## src/rtl/control_pkg.sv

```systemverilog
// Shared encodings for the multi-cycle MIPS controller: opcodes, FSM states
// and the datapath select encodings.
`default_nettype none

package control_pkg;

  localparam logic [5:0] OP_RTYPE = 6'b000000;
  localparam logic [5:0] OP_LW    = 6'b100011;
  localparam logic [5:0] OP_SW    = 6'b101011;
  localparam logic [5:0] OP_BEQ   = 6'b000100;
  localparam logic [5:0] OP_BNE   = 6'b000101;
  localparam logic [5:0] OP_J     = 6'b000010;
  localparam logic [5:0] OP_ADDI  = 6'b001000;

  typedef enum logic [3:0] {
    S_IDLE     = 4'd0,
    S_FETCH    = 4'd1,
    S_DECODE   = 4'd2,
    S_MEM_ADDR = 4'd3,
    S_MEM_RD   = 4'd4,
    S_MEM_WB   = 4'd5,
    S_MEM_WR   = 4'd6,
    S_EXEC     = 4'd7,
    S_ALU_WB   = 4'd8,
    S_BRANCH   = 4'd9,
    S_JUMP     = 4'd10,
    S_ADDI_EX  = 4'd11,
    S_ADDI_WB  = 4'd12,
    S_TRAP     = 4'd13
  } state_e;

  localparam logic [1:0] ALU_ADD   = 2'b00;
  localparam logic [1:0] ALU_SUB   = 2'b01;
  localparam logic [1:0] ALU_FUNCT = 2'b10;

  localparam logic [1:0] SRCB_RT     = 2'b00;
  localparam logic [1:0] SRCB_FOUR   = 2'b01;
  localparam logic [1:0] SRCB_IMM    = 2'b10;
  localparam logic [1:0] SRCB_IMM_SH = 2'b11;

  localparam logic [1:0] PCSRC_ALU    = 2'b00;
  localparam logic [1:0] PCSRC_ALUOUT = 2'b01;
  localparam logic [1:0] PCSRC_JUMP   = 2'b10;

endpackage

`default_nettype wire

```

## src/rtl/multicycle_control_unit.sv

```systemverilog
// Multi-cycle MIPS controller: sequences each instruction through its states,
// drives datapath selects/enables, traps illegal opcodes and counts retirements.
`default_nettype none

module multicycle_control_unit
  import control_pkg::*;
#(
  parameter bit          MEM_HANDSHAKE   = 1'b1,
  parameter bit          ENABLE_BNE      = 1'b1,
  parameter bit          ENABLE_ADDI     = 1'b1,
  parameter bit          TRAP_ON_ILLEGAL = 1'b1,
  parameter int unsigned CNT_W           = 32
) (
  input  logic             clk,
  input  logic             rst_n,
  input  logic [5:0]       opcode,
  input  logic             mem_ready,
  output logic             pc_write,
  output logic             pc_write_cond,
  output logic             branch_ne,
  output logic             i_or_d,
  output logic             ir_write,
  output logic             mem_read,
  output logic             mem_write,
  output logic             reg_dst,
  output logic             mem_to_reg,
  output logic             reg_write,
  output logic             alu_src_a,
  output logic [1:0]       alu_src_b,
  output logic [1:0]       alu_op,
  output logic [1:0]       pc_source,
  output logic             illegal_instr,
  output logic             instr_retired,
  output logic [CNT_W-1:0] retired_count
);

  state_e           state_q, state_d;
  logic [5:0]       op_q, op_d;
  logic [CNT_W-1:0] cnt_q;
  logic             w_ready;

  assign w_ready       = MEM_HANDSHAKE ? mem_ready : 1'b1;
  assign retired_count = cnt_q;

  always_ff @(posedge clk or negedge rst_n) begin
    if (!rst_n) begin
      state_q <= S_IDLE;
      op_q    <= '0;
      cnt_q   <= '0;
    end else begin
      state_q <= state_d;
      op_q    <= op_d;
      if (instr_retired) cnt_q <= cnt_q + CNT_W'(1);
    end
  end

  always_comb begin
    state_d = state_q;
    op_d    = op_q;
    case (state_q)
      S_IDLE:   state_d = S_FETCH;
      S_FETCH:  if (w_ready) state_d = S_DECODE;
      S_DECODE: begin
        op_d = opcode;
        case (opcode)
          OP_RTYPE:     state_d = S_EXEC;
          OP_LW, OP_SW: state_d = S_MEM_ADDR;
          OP_BEQ:       state_d = S_BRANCH;
          OP_BNE:       state_d = ENABLE_BNE ? S_BRANCH : S_TRAP;
          OP_J:         state_d = S_JUMP;
          OP_ADDI:      state_d = ENABLE_ADDI ? S_ADDI_EX : S_TRAP;
          default:      state_d = S_TRAP;
        endcase
      end
      S_MEM_ADDR: state_d = (op_q == OP_LW) ? S_MEM_RD : S_MEM_WR;
      S_MEM_RD:   if (w_ready) state_d = S_MEM_WB;
      S_MEM_WR:   if (w_ready) state_d = S_FETCH;
      S_EXEC:     state_d = S_ALU_WB;
      S_ADDI_EX:  state_d = S_ADDI_WB;
      S_MEM_WB, S_ALU_WB, S_BRANCH, S_JUMP, S_ADDI_WB: state_d = S_FETCH;
      S_TRAP:     if (!TRAP_ON_ILLEGAL) state_d = S_FETCH;
      default:    state_d = S_IDLE;
    endcase
  end

  always_comb begin
    pc_write      = 1'b0;
    pc_write_cond = 1'b0;
    branch_ne     = 1'b0;
    i_or_d        = 1'b0;
    ir_write      = 1'b0;
    mem_read      = 1'b0;
    mem_write     = 1'b0;
    reg_dst       = 1'b0;
    mem_to_reg    = 1'b0;
    reg_write     = 1'b0;
    alu_src_a     = 1'b0;
    alu_src_b     = SRCB_RT;
    alu_op        = ALU_ADD;
    pc_source     = PCSRC_ALU;
    illegal_instr = 1'b0;
    instr_retired = 1'b0;
    case (state_q)
      S_FETCH: begin
        mem_read  = 1'b1;
        alu_src_b = SRCB_FOUR;
        // IR load and PC+4 commit only once the fetch read completes
        ir_write  = w_ready;
        pc_write  = w_ready;
      end
      S_DECODE: alu_src_b = SRCB_IMM_SH;
      S_MEM_ADDR, S_ADDI_EX: begin
        alu_src_a = 1'b1;
        alu_src_b = SRCB_IMM;
      end
      S_MEM_RD: begin
        mem_read = 1'b1;
        i_or_d   = 1'b1;
      end
      S_MEM_WB: begin
        reg_write     = 1'b1;
        mem_to_reg    = 1'b1;
        instr_retired = 1'b1;
      end
      S_MEM_WR: begin
        mem_write     = 1'b1;
        i_or_d        = 1'b1;
        instr_retired = w_ready;
      end
      S_EXEC: begin
        alu_src_a = 1'b1;
        alu_op    = ALU_FUNCT;
      end
      S_ALU_WB: begin
        reg_write     = 1'b1;
        reg_dst       = 1'b1;
        instr_retired = 1'b1;
      end
      S_BRANCH: begin
        alu_src_a     = 1'b1;
        alu_op        = ALU_SUB;
        pc_write_cond = 1'b1;
        pc_source     = PCSRC_ALUOUT;
        branch_ne     = (op_q == OP_BNE);
        instr_retired = 1'b1;
      end
      S_JUMP: begin
        pc_write      = 1'b1;
        pc_source     = PCSRC_JUMP;
        instr_retired = 1'b1;
      end
      S_ADDI_WB: begin
        reg_write     = 1'b1;
        instr_retired = 1'b1;
      end
      S_TRAP:  illegal_instr = 1'b1;
      default: ;
    endcase
  end

endmodule

`default_nettype wire

```

## config.mk

```make
export PLATFORM = sky130hd
export DESIGN_NAME = multicycle_control_unit
export DESIGN_NICKNAME = d
export VERILOG_FILES = /design/src/rtl/control_pkg.sv /design/src/rtl/multicycle_control_unit.sv
export SDC_FILE = /design/constraint.sdc
export NUM_CORES = 1
export LEC_CHECK = 0
export ABC_AREA = 1
export BUFFER_PORTS_ARGS = -buffer_cell sky130_fd_sc_hd__buf_2
export CORE_ASPECT_RATIO = 1.2
export CORE_MARGIN = 1
export CORE_UTILIZATION = 30
export CTS_CLUSTER_SIZE = 20
export DETAILED_ROUTE_END_ITERATION = 8
export PLACE_DENSITY_LB_ADDON = 0.25
export SLEW_MARGIN = 20
export SYNTH_ARGS = -nofsm -noshare
export SYNTH_HDL_FRONTEND = slang
export SYNTH_SLANG_ARGS = --single-unit
```

## constraint.sdc

```tcl
create_clock -name clk -period 4.21 [get_ports clk]
set_input_delay 0.421 -clock clk [delete_from_list [all_inputs] [get_ports clk]]
set_output_delay 0.421 -clock clk [all_outputs]
set_load 0.01 [all_outputs]
```

### Word-level counts from Yosys, hierarchy flattened

Index checks and enable logic that the tools add are counted.

* reduce and logical (&&, ||, !) cells: 12
* equal/unequal tests: 24
* mux-type cells: 22
* add/subtract/negate cells: 1
* bitwise operators: 1

Operator list (count)
* 4-bit case mux with 9 select lines: 1
* 32-bit by 1-bit adder with 32-bit output, second input constant: 1
* 4-bit equality test, second input constant: 6
* 4-bit case mux with 5 select lines: 1
* 6-bit by 3-bit equality test with 1-bit output, second input constant: 3
* 6-bit equality test, second input constant: 3
* 4-bit by 3-bit equality test with 1-bit output, second input constant: 4
* 4-bit 2-to-1 mux: 3
* 1-bit 2-to-1 mux: 11
* 2-bit OR reduction: 5
* 4-bit by 2-bit equality test with 1-bit output, second input constant: 2
* 2-bit case mux with 2 select lines: 2
* 6-bit by 2-bit equality test with 1-bit output, second input constant: 1
* 6-bit by 4-bit equality test with 1-bit output, second input constant: 1
* 6-bit zero test: 1
* 2-bit inequality test, second input constant: 3
* 2-bit case mux with 3 select lines: 1
* 6-bit OR reduction: 1
* 5-bit OR reduction: 1
* 4-bit by 1-bit equality test with 1-bit output, second input constant: 1
* 4-bit zero test: 1
* 1-bit case mux with 2 select lines: 2
* 4-bit AND reduction: 1
* 4-bit OR reduction: 1
* other kinds (3): 3

* word-level logic and storage cells: 63
* input bits: 9
* flip-flop bits (word level): 42

### Longest topological paths before layout

* word-level depth: 4
* gate-level depth with buffers: 10

### Worst setup path before layout

Ideal clock, no wire load.

* kind: flip-flop to output port
* start: register state_q[1]
* end: output port branch_ne
* data arrival time: 1.359 ns
* path buffers: 0
* cell stages (with the launch flop): 6
* data required time: 3.789 ns
* slack: 2.430 ns
* cells stage by stage: dfrtp_1 > inv_1 > nand2_2 > nor2_4 > nand2_1 > nor4b_1

* cells in the longest elaborated chain, start to end: 2

RTL lines
* start, declared: line multicycle_control_unit.sv:37 `state_e state_q, state_d;`
* start signal, assigned: line multicycle_control_unit.sv:51 `state_q <= state_d;`
* 4-bit equality test: line multicycle_control_unit.sv:103 `case (state_q)`
* 1-bit 2-to-1 mux: line multicycle_control_unit.sv:103
* end, declared: line multicycle_control_unit.sv:20 `output logic branch_ne,`

No other way between the ends.

### Worst setup path in the final report

* start: register state_q[3]
* end: output port instr_retired

* cells in the longest elaborated chain, start to end: 3
* elaborated cells between the ends (all ways): 8

RTL lines
* 4-bit equality test / 4-bit by 3-bit equality test with 1-bit output (equally long branches): line multicycle_control_unit.sv:103
* 5-bit OR reduction (no source line)
* 1-bit case mux with 2 select lines *: line multicycle_control_unit.sv:103
* end, declared: line multicycle_control_unit.sv:33 `output logic instr_retired,`

Every way passes the cells marked *; elsewhere a longest branch is shown, timed or not.

==> results.txt <==
Final Non-Filler Cells - 621
Initial antenna violation count - 0
Post CTS Setup Buffer Count - 0
Sequential area share after synthesis - 36.59%
Grt ovf - 0
Post-Synthesis Cells - 443
RSZ-0062 raised after global routing - no
CTS tree - yes
Post-synth EDFFs - 0
Fin. Hold Viols - 0
Die Span X - 91.33 µm
Fin. max-slew vios - 0
Synth Cell Area - 0.002873 mm²
Top Usage Layer GRT - met2
Antenna cells - 0
Syn Nets - 453
First-pass GRT wire length - 13.11 mm
H-tree Lvls - 2
Clk sinks - 42
Startpoint Class - flop
Full die area - 0.009973 mm²
Ratio of routed vias to standard cells - 4.741
Worst endpoint data arrival time - 2.41 ns
Tot GR Track Use - 16.52%
Setup TNS Final - 0 ns
Worst-path clk slew - 0.09 ns
Met1 Use GR - 18.75%
Max cap viols - 0
Synth area leaders - dfrtp_1 (37%), nand2_1 (23%), nor2_1 (9.5%)
Row cnt - 38
Initial core utilization - 31.31%
Final min period - 2.832 ns
Tcrit/Tclk final - 67.27%
Req. time, crit path - 3.79 ns
Maximum vdd drop - 0.0003403 V
Finished Core Util - 36.30%
Layout cell share with drive strength beyond 1 - 16.97%
Type of the worst setup path - reg -> out
Area Overhead vs Synth - 15.94%
Most common cell in the netlist - nand2_1
CTS root buf - clkbuf_8
TritonRoute pass-1 iters - 4
Critical Path Fanout Max - 47
Detailed Place HPWL - 5.950 mm
Final net count - 510
Max Buffers Root-to-Sink - 2
I/O pin total - 60
IO buf count - 59
Clk_lat worst skew - 0.30 ns
Core area - 0.009176 mm²
Fillers - 995
GP Congestion - 1.013
Setup violators final - 0
Post-cts hold buffer count - 0
Status - finished, final reports clean
CTS Buf Count - 5
Share of synthesized flip-flops with an asynchronous set or reset - 100.0%
Final total power - 1.402 mW
Placed cells - 613
Register bit count reported by yosys - 42
Max Clock Freq - 353.1 MHz
Rel. slew slack - 37.45%
Largest net degree at the start of global routing - 48
Post-synth top flop - dfrtp_1
Reg2Reg Depth - 7
Iter 0 DRT Violations - 116
DRC Markers - 0
Drt wl/cell - 12.35 µm
Die Y - 109.2 µm
Hold Path Class - in -> async
Average cell area after synthesis - 6.485 µm²
CTS resizes - 0
Via count - 2944
M2 GR Usage - 30.47%
Top post-synthesis cells by count - nand2_1 (179), nor2_1 (73), dfrtp_1 (42), nand3_1 (42), inv_1 (40)
Met3 Track Usage GR - 3.626%
Pwr/cell area - 420.8 mW/mm²
Post-synth top area cell - dfrtp_1
Routed Antenna Nets - 0
Max Clock Skew - 0.01089 ns
Synth warn - 0
Post-synth cell types - 30
Vias in the first global route - 2874
Leakage - 1.721 nW
Final hold slack - 0.09892 ns
Top cell type's share of synthesized area - 36.59%
Worst Setup End Kind - output pin
Measured slew at the worst slew-check pin - 0.9383 ns
Final wirelength - 7.672 mm
worst paths after layout:
| kind | endpoint | from | slack (ns) |
|---|---|---|---|
| min in group clk | op_q[4] | opcode[4] | 0.35 |
| max in group asynchronous | state_q[1] | rst_n | 3.73 |
| worst min register to register | op_q[5] | op_q[5] | 0.50 |
| worst max register to register | retired_count[22] | state_q[3] | 1.96 |
| worst min-delay path | retired_count[4] | rst_n | 0.1 |
| worst max-delay path | instr_retired | state_q[3] | 1.38 |
metrics by stage:
stage / setup WS, ns / area (µm²)
4_1_cts: 1.383 / 3328
2_1_floorplan: 2.430 / 2873
5_1_grt: 1.188 / 3331
3_3_place_gp: 1.789 / 3238
6_report: 1.378 / 3331
3_5_place_dp: 1.709 / 3238
worst max-delay path, stage by stage (launching register included):
cell,delay [ns]
dfrtp_1,0.45
inv_1,0.12
nand2_4,0.14
nor2_8,0.05
nand2_4,0.17
nand3_2,0.73
buf_2,0.42
cells by family (layout without fill, tap and decap cells):
logic type      Yosys count  count (layout)  synth area share, %
compound gates           21              21                4.486
simple gates            318             318                47.34
flops                    42              42                36.59
buf+inv                  52             110                8.405
xor+xnor                  9               9                2.744
fa+ha+maj                 1               1               0.4355
cell type report:
type                       instances  area (µm²)  area share, %
timing repair buffer              59       297.8          8.941
clock buffer                       5       68.82          2.066
tap                              120       150.1          4.508
clock inverter                     3       21.27         0.6386
multi-input combinational        349        1580          47.45
sequential                        42        1051          31.56
inverter                          43       161.4          4.846
metal layers:
| metal | vias to the layer above | wire length (µm) |
|---|---|---|
| met4 | 0 | 164 |
| li1 | 1500 | - |
| met5 | - | 0 |
| met1 | 1351 | 3342 |
| met3 | 15 | 406 |
| met2 | 78 | 3757 |
layout by cell type (no fill, tap or decap), types with 2 or more instances in the layout:
cell	n
nand2_1	179
nor2_1	73
buf_2	58
nand3_1	42
dfrtp_1	42
inv_1	40
o21ai_0	9
xor2_1	8
nand4_1	5
nand3b_1	5
clkbuf_8	5
o21ai_2	4
a21oi_1	4
inv_2	3
nand2_4	3
nand2_2	2
nor2_2	2
o22ai_1	2
nor3_1	2
registers in the layout, summed over array words and instances (netlist names):
name,count
op_q,6
retired_count,32
state_q,4
power by group:
part	switching (mW)	leakage, nW	internal (mW)	total (mW)
Combinational	0.408	1.11	0.179	0.587
Sequential	0.0702	0.564	0.471	0.541
Clock	0.156	0.0441	0.117	0.273
Total	0.634	1.72	0.767	1.40
Power figures use the tool's default switching activity.
